===== src/rtl/mem_access_unit.sv =====
// Load/store front end for a word-addressed unified memory.
// Turns byte/halfword/word requests into word-aligned memory transactions.
// Sub-word stores use read-modify-write. Loads are extracted and extended.
// Rejected accesses never reach the memory.
//
// Ports:
//   clk, reset           clock, synchronous active-high reset
//   req, we_req          request strobe and store select, sampled while idle
//   funct3, addr, wdata  RISC-V width code, byte address, LSB-aligned store data
//   busy, done, err      in-flight flag, completion pulse, rejection flag (with done)
//   rdata                registered, extended load result
//   mem_a, mem_wd        word-aligned memory address and write data
//   mem_we, mem_rd       memory write enable and combinational read data
module mem_access_unit #(
  parameter int unsigned MEM_WORDS = 64
) (
  input  logic        clk,
  input  logic        reset,
  input  logic        req,
  input  logic        we_req,
  input  logic [2:0]  funct3,
  input  logic [31:0] addr,
  input  logic [31:0] wdata,
  output logic        busy,
  output logic        done,
  output logic        err,
  output logic [31:0] rdata,
  output logic [31:0] mem_a,
  output logic [31:0] mem_wd,
  output logic        mem_we,
  input  logic [31:0] mem_rd
);

  typedef enum logic [1:0] {StIdle, StRead, StWrite, StDone} state_e;

  state_e      state_q, state_d;
  logic        we_q;
  logic [2:0]  funct3_q;
  logic [31:0] addr_q;
  logic [31:0] wdata_q;
  logic [31:0] word_q;
  logic        err_q;
  logic [31:0] rdata_q;

  // Rejection check on the incoming (not yet latched) request.
  logic req_err;
  always_comb begin
    req_err = 1'b0;
    unique case (funct3)
      3'b000, 3'b100: req_err = 1'b0;
      3'b001, 3'b101: req_err = addr[0];
      3'b010:         req_err = (addr[1:0] != 2'b00);
      default:        req_err = 1'b1;
    endcase
    if (we_req && funct3[2]) req_err = 1'b1;
    if ({2'b00, addr[31:2]} >= MEM_WORDS) req_err = 1'b1;
  end

  // State register.
  always_ff @(posedge clk) begin
    if (reset) state_q <= StIdle;
    else       state_q <= state_d;
  end

  // Next-state logic.
  always_comb begin
    state_d = state_q;
    unique case (state_q)
      StIdle: begin
        if (req) begin
          if (req_err)                          state_d = StDone;
          else if (we_req && funct3 == 3'b010)  state_d = StWrite;
          else                                  state_d = StRead;
        end
      end
      StRead:  state_d = we_q ? StWrite : StDone;
      StWrite: state_d = StDone;
      StDone:  state_d = StIdle;
      default: state_d = StIdle;
    endcase
  end

  // Load extraction from the live memory word.
  logic [7:0]  ld_byte;
  logic [15:0] ld_half;
  logic [31:0] ld_val;
  always_comb begin
    unique case (addr_q[1:0])
      2'b00:   ld_byte = mem_rd[7:0];
      2'b01:   ld_byte = mem_rd[15:8];
      2'b10:   ld_byte = mem_rd[23:16];
      default: ld_byte = mem_rd[31:24];
    endcase
    ld_half = addr_q[1] ? mem_rd[31:16] : mem_rd[15:0];
    unique case (funct3_q[1:0])
      2'b00:   ld_val = funct3_q[2] ? {24'h0, ld_byte} : {{24{ld_byte[7]}}, ld_byte};
      2'b01:   ld_val = funct3_q[2] ? {16'h0, ld_half} : {{16{ld_half[15]}}, ld_half};
      default: ld_val = mem_rd;
    endcase
  end

  // Request latches, read capture and load result.
  always_ff @(posedge clk) begin
    if (reset) begin
      we_q     <= 1'b0;
      funct3_q <= 3'b000;
      addr_q   <= 32'h0;
      wdata_q  <= 32'h0;
      word_q   <= 32'h0;
      err_q    <= 1'b0;
      rdata_q  <= 32'h0;
    end else begin
      if (state_q == StIdle && req) begin
        we_q     <= we_req;
        funct3_q <= funct3;
        addr_q   <= addr;
        wdata_q  <= wdata;
        err_q    <= req_err;
      end
      if (state_q == StRead) begin
        word_q <= mem_rd;
        if (!we_q) rdata_q <= ld_val;
      end
    end
  end

  // Store merge: only the addressed lane of the previously read word changes.
  logic [31:0] merged;
  always_comb begin
    merged = word_q;
    unique case (funct3_q[1:0])
      2'b00: begin
        unique case (addr_q[1:0])
          2'b00:   merged[7:0]   = wdata_q[7:0];
          2'b01:   merged[15:8]  = wdata_q[7:0];
          2'b10:   merged[23:16] = wdata_q[7:0];
          default: merged[31:24] = wdata_q[7:0];
        endcase
      end
      2'b01: begin
        if (addr_q[1]) merged[31:16] = wdata_q[15:0];
        else           merged[15:0]  = wdata_q[15:0];
      end
      default: merged = wdata_q;
    endcase
  end

  // Outputs decoded from the state register.
  always_comb begin
    busy   = (state_q != StIdle);
    done   = (state_q == StDone);
    err    = (state_q == StDone) && err_q;
    mem_we = (state_q == StWrite);
    mem_wd = (state_q == StWrite) ? merged : 32'h0;
    mem_a  = {addr_q[31:2], 2'b00};
    rdata  = rdata_q;
  end

endmodule


===== config.mk =====
export PLATFORM = sky130hd
export DESIGN_NAME = mem_access_unit
export DESIGN_NICKNAME = d
export VERILOG_FILES = /design/src/rtl/mem_access_unit.sv
export SDC_FILE = /design/constraint.sdc
export NUM_CORES = 1
export LEC_CHECK = 0
export ABC_AREA = 1
export ABC_CLOCK_PERIOD_IN_PS = 1700
export CAP_MARGIN = 20
export CORE_AREA = 3 3 136 138
export DETAILED_ROUTE_END_ITERATION = 10
export DIE_AREA = 0 0 139 141
export MAX_ROUTING_LAYER = met4
export PLACE_DENSITY_LB_ADDON = 0.05
export SYNTH_ARGS = -nofsm -noshare
export SYNTH_HDL_FRONTEND = slang
export SYNTH_SLANG_ARGS = --single-unit
export TNS_END_PERCENT = 1

===== constraint.sdc =====
create_clock -name clk -period 1.7 [get_ports clk]
set_input_delay 0.51 -clock clk [delete_from_list [all_inputs] [get_ports clk]]
set_output_delay 0.51 -clock clk [all_outputs]
set_load 0.03 [all_outputs]

==> impl_metrics.py <==
metrics = {
    "status": {
        "status": "finished with violations",
        "violations": "setup timing",
    },
    "yosys": {
        "yosys.area.top_type": "dfxtp_1",
        "synth_top_area_share_pct": 39.1,
        "syn_avg_cell_area_um2": 6.86,
        "yosysMostFrequentCell": "nor2_1",
        "syn_area_um2": 6910,
        "ys_seq_area_share_pct": 39.1,
        "synth_area_leaders": "dfxtp_1 39%, o21ai_0 12%, nor2_1 12%, nand2_1 6.2%, a21oi_1 6.2%",
        "synth_common_cells": "215 x nor2_1, 171 x o21ai_0, 135 x dfxtp_1, 115 x nand2_1, 86 x a21oi_1",
        "synthCells": 1008,
        "synth_flop_cell": "dfxtp_1",
        "synth-seq-cells": 135,
        "synth_warnings": 0,
        "synth_edf_count": 0,
        "synthArstFlopShare_pct": 0,
        "ys_types": 35,
    },
    "clocking": {
        "root_buffer": "clkbuf_16",
        "hold_buffers": 0,
        "insertion_delay_ps": 420,
        "cts_max_level": 4,
        "clockBufferDepth": 2,
        "cts_buffers": 17,
        "numClockSinks": 135,
        "cts.clk_slew.worst_paths_ps": 60,
        "tritoncts": "done",
    },
    "route": {
        "drt_iter0_markers": 607,
        "wirelength_um": 24600,
        "route.detailed.drc": 0,
        "drtPass1Iterations": 7,
        "wl_met3_um": 1360,
        "vias": 7490,
        "wl_met2_um": 11500,
        "antenna_left": 0,
        "avgRoutedWirePerCell_um": 16.6,
        "met1_length_um": 11400,
        "viasPerCell": 5.05,
        "topRoutingLayerUsed": "met4",
    },
    "grt": {
        "grt_pass1_wl_um": 38500,
        "antenna_found_initial": 0,
        "gr-usage-all-layers_pct": 25.3,
        "grt_pass1_vias": 7099,
        "globalRouteOverflowTotal": 0,
        "grt_max_degree": 45,
    },
    "place": {
        "port_buffers": 200,
        "gp_congestion": 0.903,
        "placed_area_um2": 9960,
        "dp_hpwl_um": 18600,
        "dp_cells": 1450,
    },
    "floorplan": {
        "rows": 48,
        "pin_count": 203,
        "core_area_um2": 17300,
        "initial_core_util_pct": 40.0,
        "die_area_um2": 19600,
        "fp.dieH_um": 141,
        "die_x_um": 139,
    },
    "timing": {
        "slew_violations": 0,
        "finalCritPeriodShare_pct": 139,
        "rsz0062_at_grt": "yes",
        "finalHoldViolCount": 0,
        "max_freq_mhz": 422,
        "fin_ws_ps": -668,
        "fin_skew_ps": 7.63,
        "timing.setup.tns_ps": -19090,
        "fin_crit_ps": 2370,
        "finalSetupViolations": 35,
    },
    "power_and_ir_drop": {
        "ir_drop_mv": 1.15,
        "p_per_area_nw_per_um2": 1790,
        "p_leak_nw": 4.69,
        "power_mw": 19.5,
    },
    "critical_path": {
        "cp.required_ps": 1190,
        "critical_path.startpoint_type": "flop",
        "slowest_stage": "dfxtp_2",
        "worstPathArrival_ps": 1860,
        "cp_cell_sequence": "buf_12, nor2_4, buf_6, buf_6, o21ai_2, o21bai_4, a31oi_4, buf_6",
        "max_stage_delay_ps": 330,
        "crit_path_max_fanout": 4,
        "critPathKind": "reg -> out",
        "crit_path_frequent_cell": "buf_6",
        "cp-end-kind": "output port",
    },
    "final_layout": {
        "drive_gt1_share_pct": 22.7,
        "stdcell_area_um2": 10900,
        "diodes": 0,
        "multi_input_area_um2": 3700,
        "fill_cells": 1615,
        "fin_cells": 1482,
        "layout.nets": 1353,
        "synthToLayoutAreaGrowth_pct": 57.5,
        "regArea_um2": 2710,
    },
    "run": {
        "max_cap_violations": 0,
    },
    "min_path": {
        "holdCritPathClass": "reg -> reg",
    },
}
==> final timing paths <==
kind / startpoint / endpoint / slack (ps) / cells after the start
setup / recovery: funct3_q[1] / mem_wd[15] / -670 / 8
hold / removal: addr_q[21] / addr_q[21] / 480 / 2
setup reg to reg: state_q[1] / rdata[15] / 20 / 9
hold reg to reg: addr_q[21] / addr_q[21] / 480 / 2
==> power breakdown <==
group / total (mW) / leakage (nW) / switching (mW) / internal, mW
clock: 4.36 / 0.330 / 1.43 / 2.93
combinational: 10.1 / 3.24 / 6.04 / 4.06
sequential: 5.01 / 1.11 / 0.720 / 4.29
total: 19.5 / 4.69 / 8.19 / 11.3
==> metal layers <==
layer / vias up / track usage, %
li1: 3767 / -
met1: 3445 / 34.2
met2: 253 / 40.0
met3: 25 / 4.31
met4: 0 / 5.72
met5: - / -
==> per-stage QoR <==
step / utilization (%) / setup slack, ps / hold WS, ps
finish: 62.9 / -668 / 476
detailed placement: 57.6 / -298 / 471
CTS: 62.1 / -644 / 480
floorplan: - / -220 / 450
global placement: 57.6 / -280 / 461
global route: 62.9 / -743 / 491
==> state kept, by name, summed over array words and instances, names as in the netlist <==
register and flops:
wdata_q 32, rdata 32, addr_q 32, word_q 32
state_q 2, err_q 1, funct3_q 3, we_q 1
==> final cells by class <==
cell class | instances | share of cell area (%)
inverters | 79 | 2.83
flip-flops and latches | 135 | 24.9
clock buffers | 19 | 4.07
clock inverters | 12 | 2.28
repair buffers | 314 | 29.4
well taps | 225 | 2.59
multi-input cells | 698 | 34.0
==> repair_timing <==
| action | 4_1_cts | 5_1_grt |
|---|---|---|
| endpoints found under the setup margin | 100 | 106 |
| gates resized for setup | 118 | 92 |
| buffers inserted | 0 | 2 |
| hold endpoints to repair | 0 | 0 |
| pin swaps | 3 | 17 |
==> cell usage in the layout (no fill, tap or decap), types with 5 or more instances in the layout <==
| cell | n |
|---|---|
| a31oi_4 | 7 |
| nand2_1 | 110 |
| a21oi_2 | 11 |
| o21ai_0 | 154 |
| buf_6 | 30 |
| nor2_1 | 206 |
| nand3_2 | 11 |
| clkbuf_2 | 6 |
| clkbuf_16 | 17 |
| inv_1 | 60 |
| o2111ai_1 | 8 |
| o21ai_1 | 22 |
| o211ai_1 | 9 |
| buf_12 | 29 |
| nor2_4 | 6 |
| buf_4 | 89 |
| nand3_1 | 21 |
| clkdlybuf4s50_1 | 102 |
| a21oi_1 | 74 |
| dfxtp_1 | 130 |
| mux2i_1 | 6 |
| nor2_2 | 5 |
| or2_2 | 5 |
| dlygate4sd2_1 | 23 |
| nand2_2 | 7 |
| bufinv_16 | 7 |
| inv_2 | 15 |
| clkdlybuf4s15_1 | 33 |
==> logic make-up after synthesis <==
logic type	Yosys count	synth area share, %
simple gates	375	22.6
compound gates	310	24.2
buf+inv	176	12.3
flops	135	39.1
mux	6	0.869
fa+ha+maj	5	0.905
other cells	1	0.0542
==> worst max-delay path: cells and delay by family, from the launching register on <==
family	cells	cell delay [ps]
AND/OR/NAND/NOR	1	190
flip-flops	1	330
buffers and inverters	4	500
AO/OA/AOI/OAI	3	420
(Power assumes the default switching activity.)
